===== src/rtl/operand_loader.sv =====
// Two-operand entry for a nibble adder: debounced load/clear buttons step an A/B/SHOW FSM.
// Raw button rise to load_pulse is 2 + DEBOUNCE_CYCLES + 1 cycles; operands update the cycle after.

module operand_loader_btn #(
  parameter int DEBOUNCE_CYCLES = 1250000
) (
  input  logic clk,
  input  logic rst_n,
  input  logic i_btn,
  output logic o_press
);

  localparam int CW = $clog2(DEBOUNCE_CYCLES + 1);
  localparam logic [CW-1:0] CNT_LAST = CW'(DEBOUNCE_CYCLES - 1);

  logic          r_sync1;
  logic          r_sync2;
  logic [CW-1:0] r_cnt;
  logic          r_level;
  logic          r_level_d;
  logic [1:0]    r_warm;
  logic          r_armed;
  logic          r_press;

  // r_armed stays low until a released level is seen after reset, so a button
  // held through reset release cannot produce a press.
  always_ff @(posedge clk or negedge rst_n) begin
    if (!rst_n) begin
      r_sync1   <= 1'b0;
      r_sync2   <= 1'b0;
      r_cnt     <= '0;
      r_level   <= 1'b0;
      r_level_d <= 1'b0;
      r_warm    <= 2'b00;
      r_armed   <= 1'b0;
      r_press   <= 1'b0;
    end else begin
      r_sync1   <= i_btn;
      r_sync2   <= r_sync1;
      r_warm    <= {r_warm[0], 1'b1};
      r_level_d <= r_level;
      if (r_sync2 == r_level) begin
        r_cnt <= '0;
      end else if (r_cnt == CNT_LAST) begin
        r_level <= r_sync2;
        r_cnt   <= '0;
      end else begin
        r_cnt <= r_cnt + CW'(1);
      end
      if (r_warm[1] && !r_sync2 && !r_level) begin
        r_armed <= 1'b1;
      end
      r_press <= r_level & ~r_level_d & r_armed;
    end
  end

  assign o_press = r_press;

endmodule

module operand_loader #(
  parameter int DEBOUNCE_CYCLES = 1250000
) (
  input  logic       sysclk_125mhz,
  input  logic       rst,
  input  logic [3:0] sw,
  input  logic       btn_load,
  input  logic       btn_clear,
  output logic [3:0] op_a,
  output logic [3:0] op_b,
  output logic       operands_valid,
  output logic [1:0] state,
  output logic       load_pulse
);

  typedef enum logic [1:0] {
    LOAD_A = 2'b00,
    LOAD_B = 2'b01,
    SHOW   = 2'b10
  } state_t;

  logic       w_ld_press;
  logic       w_clr_press;
  state_t     r_state;
  state_t     w_state_nxt;
  logic [3:0] r_op_a;
  logic [3:0] r_op_b;
  logic [3:0] w_op_a_nxt;
  logic [3:0] w_op_b_nxt;
  logic       r_valid;

  operand_loader_btn #(.DEBOUNCE_CYCLES(DEBOUNCE_CYCLES)) u_btn_load (
    .clk     (sysclk_125mhz),
    .rst_n   (rst),
    .i_btn   (btn_load),
    .o_press (w_ld_press)
  );

  operand_loader_btn #(.DEBOUNCE_CYCLES(DEBOUNCE_CYCLES)) u_btn_clear (
    .clk     (sysclk_125mhz),
    .rst_n   (rst),
    .i_btn   (btn_clear),
    .o_press (w_clr_press)
  );

  always_ff @(posedge sysclk_125mhz or negedge rst) begin
    if (!rst) begin
      r_state <= LOAD_A;
      r_op_a  <= 4'h0;
      r_op_b  <= 4'h0;
      r_valid <= 1'b0;
    end else begin
      r_state <= w_state_nxt;
      r_op_a  <= w_op_a_nxt;
      r_op_b  <= w_op_b_nxt;
      r_valid <= (w_state_nxt == SHOW);
    end
  end

  // Clear outranks a coincident load; the encoding 11 falls back to LOAD_A.
  always_comb begin
    w_state_nxt = r_state;
    w_op_a_nxt  = r_op_a;
    w_op_b_nxt  = r_op_b;
    if (w_clr_press) begin
      w_state_nxt = LOAD_A;
      w_op_a_nxt  = 4'h0;
      w_op_b_nxt  = 4'h0;
    end else begin
      case (r_state)
        LOAD_A: begin
          if (w_ld_press) begin
            w_op_a_nxt  = sw;
            w_state_nxt = LOAD_B;
          end
        end
        LOAD_B: begin
          if (w_ld_press) begin
            w_op_b_nxt  = sw;
            w_state_nxt = SHOW;
          end
        end
        SHOW: begin
          if (w_ld_press) begin
            w_op_a_nxt  = sw;
            w_state_nxt = LOAD_B;
          end
        end
        default: w_state_nxt = LOAD_A;
      endcase
    end
  end

  assign op_a           = r_op_a;
  assign op_b           = r_op_b;
  assign operands_valid = r_valid;
  assign state          = r_state;
  assign load_pulse     = w_ld_press;

endmodule


===== config.mk =====
export PLATFORM = sky130hd
export DESIGN_NAME = operand_loader
export DESIGN_NICKNAME = d
export VERILOG_FILES = /design/src/rtl/operand_loader.sv
export SDC_FILE = /design/constraint.sdc
export NUM_CORES = 1
export LEC_CHECK = 0
export CORE_ASPECT_RATIO = 0.9
export CORE_MARGIN = 1
export CORE_UTILIZATION = 40
export DETAILED_ROUTE_END_ITERATION = 8
export DONT_BUFFER_PORTS = 1
export GPL_TIMING_DRIVEN = 0
export PLACE_DENSITY = 0.65
export RECOVER_POWER = 100
export SETUP_SLACK_MARGIN = 0.02
export SLEW_MARGIN = 40
export SYNTH_ARGS = -nofsm -noshare
export SYNTH_HDL_FRONTEND = slang
export SYNTH_HIERARCHICAL = 1
export SYNTH_SLANG_ARGS = --single-unit

===== constraint.sdc =====
create_clock -name sysclk_125mhz -period 3.3 [get_ports sysclk_125mhz]
set_clock_uncertainty 0.15 [all_clocks]
set_input_delay 0.825 -clock sysclk_125mhz [delete_from_list [all_inputs] [get_ports sysclk_125mhz]]
set_output_delay 0.825 -clock sysclk_125mhz [all_outputs]
set_load 0.005 [all_outputs]

==> run summary <==
In this run the worst setup path begins at u_btn_clear/r_cnt[0]. The number of antenna violations at the first check in global routing is 0, and the maximum vdd drop is 183 uV. In this run the critical register-to-register path is launched from u_btn_clear/r_cnt[0]. The number of distinct library cells after synthesis was 37. Counting buffers and inverters, the worst setup path is 6 cells deep.

The number of warnings issued by yosys came out at 6. The post-route netlist has 8.44% of its cells at a drive strength greater than 1. The total overflow left after global routing is 0. After filler insertion, the fill cell instance count of the layout stands at 726.

The congestion estimate from routability-driven global placement came to 0.778. The run gives 14.7% as the global-route total usage across every layer. The XOR/XNOR share of the synthesized area came out at 8.51%.

Dominant register cell in the synthesized netlist: sky130_fd_sc_hd__dfrtp_1. Subtracting the final worst setup slack from the clock period gives 2200 ps. For the number of endpoints failing setup at the final stage, the log shows 0. The total of flip-flops plus latches after synthesis is 69. The clock passes through at most 2 buffers. The routed layout has 2,078 vias. The run gives 51.7% as the proportion of power drawn by flip-flops and latches. The layout overhead on the synthesized area works out to 11.6%. The total of hold buffers inserted after clock tree synthesis was 1. The multi-input logic area came out at 0.00128 mm^2. At the pin with the least slew margin, the transition time is 746 ps. The total I/O pin count was 20; the clock network fraction of total power was 46.1%. On the worst path, the slowest cell contributes a delay of 430 ps. The number of buffers inserted to repair setup after CTS was 0.

Once the floorplan was initialized, standard cells occupied 41.2% of the core. The number of buffer and inverter stages on the critical path is 1. The insertion delay to the later sink of the worst-skew pair was 340 ps.

Grouping stages by cell kind, the critical path spends the most delay in simple AND/OR/NAND/NOR gates. The synthesized netlist occupies a cell area of 0.00309 mm^2. The flow ran to the end, and the final reports show no timing, DRC or antenna violations. The pin count of the biggest net entering global routing came out at 57.

The final worst-path cycle share is 66.6%, and the floorplan core area is 0.00751 mm^2. The max-slew violation total from the final report is 0. TritonCTS built the clock tree. Summed over all nets, the switching power comes to 0.380 mW.

The width of the die was 94.6 um; the cell-internal power was 1.31 mW. The die is 85.4 um tall. For this block, the routed nets add up to 5.55 mm of wire. Critical path capture point type: a flop. Summed over all cells, the static leakage comes to 1.49 nW.

For this run, design rule violations remaining after detail routing come to 0. The tools report the detailed placer's ending HPWL as 3.62 mm. The logs give 9.15 mm for the wire length of the first global-routing pass and 0 for the final number of hold-violating endpoints. The peak fanout along the critical path is 10. After clock tree synthesis, the clock-pin slew on the worst setup and hold paths is 80 ps. Gates resized during post-CTS repair numbered 0. The signal on the critical path passes through ha_1 > and4_1 > nand4_1 > o21ai_0 > clkbuf_1 > a21oi_1. The worst setup path is launched from a flop.

For this run, asynchronously set or reset flops after synthesis account for 100%. Multiplexer cells account for 3.32% of the synthesized area. The ratio of routed vias to standard cells came out at 5.14. The number of nets in the finished design is 313. After detailed routing, the average wire length per cell comes to 13.7 um. Net switching is 22.5% of the power. The sink count of the clock tree was 69. Power spread over the standard cell area amounts to 491 mW/mm^2.

The average footprint of a synthesized cell was 10.7 um^2; the depth of the CTS H-tree was 3. Timing would allow up to 455 MHz. Worst hold-check slack: 29.2 ps.

The main combinational cell family by area after synthesis was simple AND/OR/NAND/NOR gates. The tools report the count of routing violations after the opening detailed-route iteration as 101. Once detail routing completed, the nets flagged for antenna violations numbered 0. STA puts the critical path data required time at 3350 ps.

The tools report the number of global-route vias before repair as 1,952. The synthesized netlist devotes 0.810% of its cell area to adder and majority cells. The complex-gate fraction of the synthesized area works out to 4.82%.

Count of antenna diodes in the layout: 0. For the summed negative setup slack over all endpoints, the log shows 0 ps. The logs give 0.00173 mm^2 for the area occupied by registers and 2250 ps for the critical path arrival. The worst slew margin relative to its limit is 50.1%, and the first-pass detailed-route iteration total is 6. The max capacitance violation total is 0.

The share of total power dissipated in combinational logic is 2.2%. The number of I/O port buffers is 0, and the full die area is 0.00808 mm^2. The critical path start-end classification was flop to flop. Worst hold path class: input port to asynchronous set/reset pin. The net count after synthesis is 299. The tools report the proportion of synthesized chip area in sequential cells as 55.9%. Total CTS buffers: 9.

The root buffer cell is sky130_fd_sc_hd__clkbuf_8. Setup repair after global routing left no endpoint under its margin. The floorplan has 30 rows. Counting every instance in the synthesized netlist gives 289. Counting flops with a built-in enable in the synthesized netlist gives 0. Simple-gate share of the synthesized area: 23.9%.

Critical-path cell with the highest stage delay: sky130_fd_sc_hd__clkbuf_1. The depth of the most critical reg-to-reg path was 6.
-- placed cells by master, fill, tap and decap left out, types with 3 or more instances in the layout --
master	n
sky130_fd_sc_hd__nor4b_1	4
sky130_fd_sc_hd__nand3_1	14
sky130_fd_sc_hd__o21ai_0	10
sky130_fd_sc_hd__nand4_1	10
sky130_fd_sc_hd__dfrtp_1	69
sky130_fd_sc_hd__or3_1	8
sky130_fd_sc_hd__xnor2_1	18
sky130_fd_sc_hd__buf_2	4
sky130_fd_sc_hd__dlygate4sd3_1	3
sky130_fd_sc_hd__xor2_1	12
sky130_fd_sc_hd__nor2_1	51
sky130_fd_sc_hd__clkbuf_8	9
sky130_fd_sc_hd__inv_6	3
sky130_fd_sc_hd__nor4_1	4
sky130_fd_sc_hd__inv_1	6
sky130_fd_sc_hd__clkbuf_1	6
sky130_fd_sc_hd__and4_1	6
sky130_fd_sc_hd__or4_1	4
sky130_fd_sc_hd__mux2i_1	8
sky130_fd_sc_hd__nand2_1	11
sky130_fd_sc_hd__a21oi_1	13
sky130_fd_sc_hd__and3_1	4
-- cells by family after synthesis --
group / Yosys count
simple gates: 133
mux: 10
compound gates: 27
buf+inv: 16
fa+ha+maj: 2
other cells: 2
xor+xnor: 30
flops: 69
-- cells in the mapped netlist, types with 3 or more instances --
cell	n	share of area [%]
sky130_fd_sc_hd__a21oi_1	12	1.9
sky130_fd_sc_hd__and3_1	4	0.81
sky130_fd_sc_hd__and4_1	4	1.1
sky130_fd_sc_hd__buf_2	4	0.65
sky130_fd_sc_hd__buf_4	3	0.73
sky130_fd_sc_hd__clkbuf_1	3	0.36
sky130_fd_sc_hd__dfrtp_1	69	56
sky130_fd_sc_hd__inv_1	6	0.73
sky130_fd_sc_hd__mux2i_1	8	2.6
sky130_fd_sc_hd__nand2_1	11	1.3
sky130_fd_sc_hd__nand3_1	14	2.3
sky130_fd_sc_hd__nand4_1	10	2.0
sky130_fd_sc_hd__nor2_1	51	6.2
sky130_fd_sc_hd__nor4_1	4	0.81
sky130_fd_sc_hd__nor4b_1	4	1.1
sky130_fd_sc_hd__o21ai_0	10	1.6
sky130_fd_sc_hd__or3_1	8	1.6
sky130_fd_sc_hd__or4_1	4	0.97
sky130_fd_sc_hd__xnor2_1	18	5.1
sky130_fd_sc_hd__xor2_1	12	3.4
-- stage by stage --
step / instance area, um^2 / total power, mW / cells / util, % / setup slack, ps
after floorplan: 3090 / 0.911 / 289 / - / 1410
after global placement: 3210 / 0.918 / 385 / 42.8 / 1180
after detailed placement: 3210 / 0.919 / 385 / 42.8 / 1170
after CTS: 3450 / 1.72 / 402 / 45.9 / 1150
after global routing: 3450 / 1.77 / 404 / 45.9 / 897
final: 3450 / 1.69 / 404 / 45.9 / 1100
-- worst paths after layout --
check	end	slack, ps
min in group sysclk_125mhz	u_btn_load/r_warm[1]	200
setup / recovery	u_btn_clear/r_cnt[17]	1100
setup reg to reg	u_btn_clear/r_cnt[17]	1100
max in group asynchronous	u_btn_load/r_cnt[18]	1680
hold reg to reg	u_btn_load/r_warm[1]	200
hold / removal	u_btn_clear/r_cnt[13]	30
-- worst reg2reg max path, stage by stage, from the launching register on --
cell and delay, ps:
sky130_fd_sc_hd__dfrtp_1 400, sky130_fd_sc_hd__ha_1 240, sky130_fd_sc_hd__and4_1 350, sky130_fd_sc_hd__nand4_1 150, sky130_fd_sc_hd__o21ai_0 230, sky130_fd_sc_hd__clkbuf_1 430
sky130_fd_sc_hd__a21oi_1 110
-- state kept, by name, indices dropped and copies added, names as in the netlist, 2 cells and up --
signal	flops
u_btn_load/r_warm	2
u_btn_clear/r_warm	2
u_btn_clear/r_cnt	21
op_a	4
u_btn_load/r_cnt	21
state	2
op_b	4
-- metal layers --
layer	track usage (%)	vias to the layer above	wire length (um)
met2	21.5	33	2490
met1	20.3	1004	2830
li1	-	1039	-
met3	5.11	2	207
met5	0	-	0
met4	4.55	0	26
-- power by group through the flow --
stage	logic, mW	clock network, mW	registers [mW]
final	0.0373	0.780	0.874
after global placement	0.0278	0	0.890
after floorplan	0.0228	0	0.888
after CTS	0.0332	0.811	0.874
after global routing	0.0431	0.848	0.876
after detailed placement	0.0285	0	0.891
-- area by class of cell --
class	instances	share of cell area [%]
repair buffers	3	0.871
inverters	6	0.653
clock buffers	9	3.59
multi-input cells	204	37.0
plain buffers	10	1.23
clock inverters	7	3.05
well taps	96	3.48
flip-flops and latches	69	50.1
No activity file was read; power rests on OpenSTA's default activity.
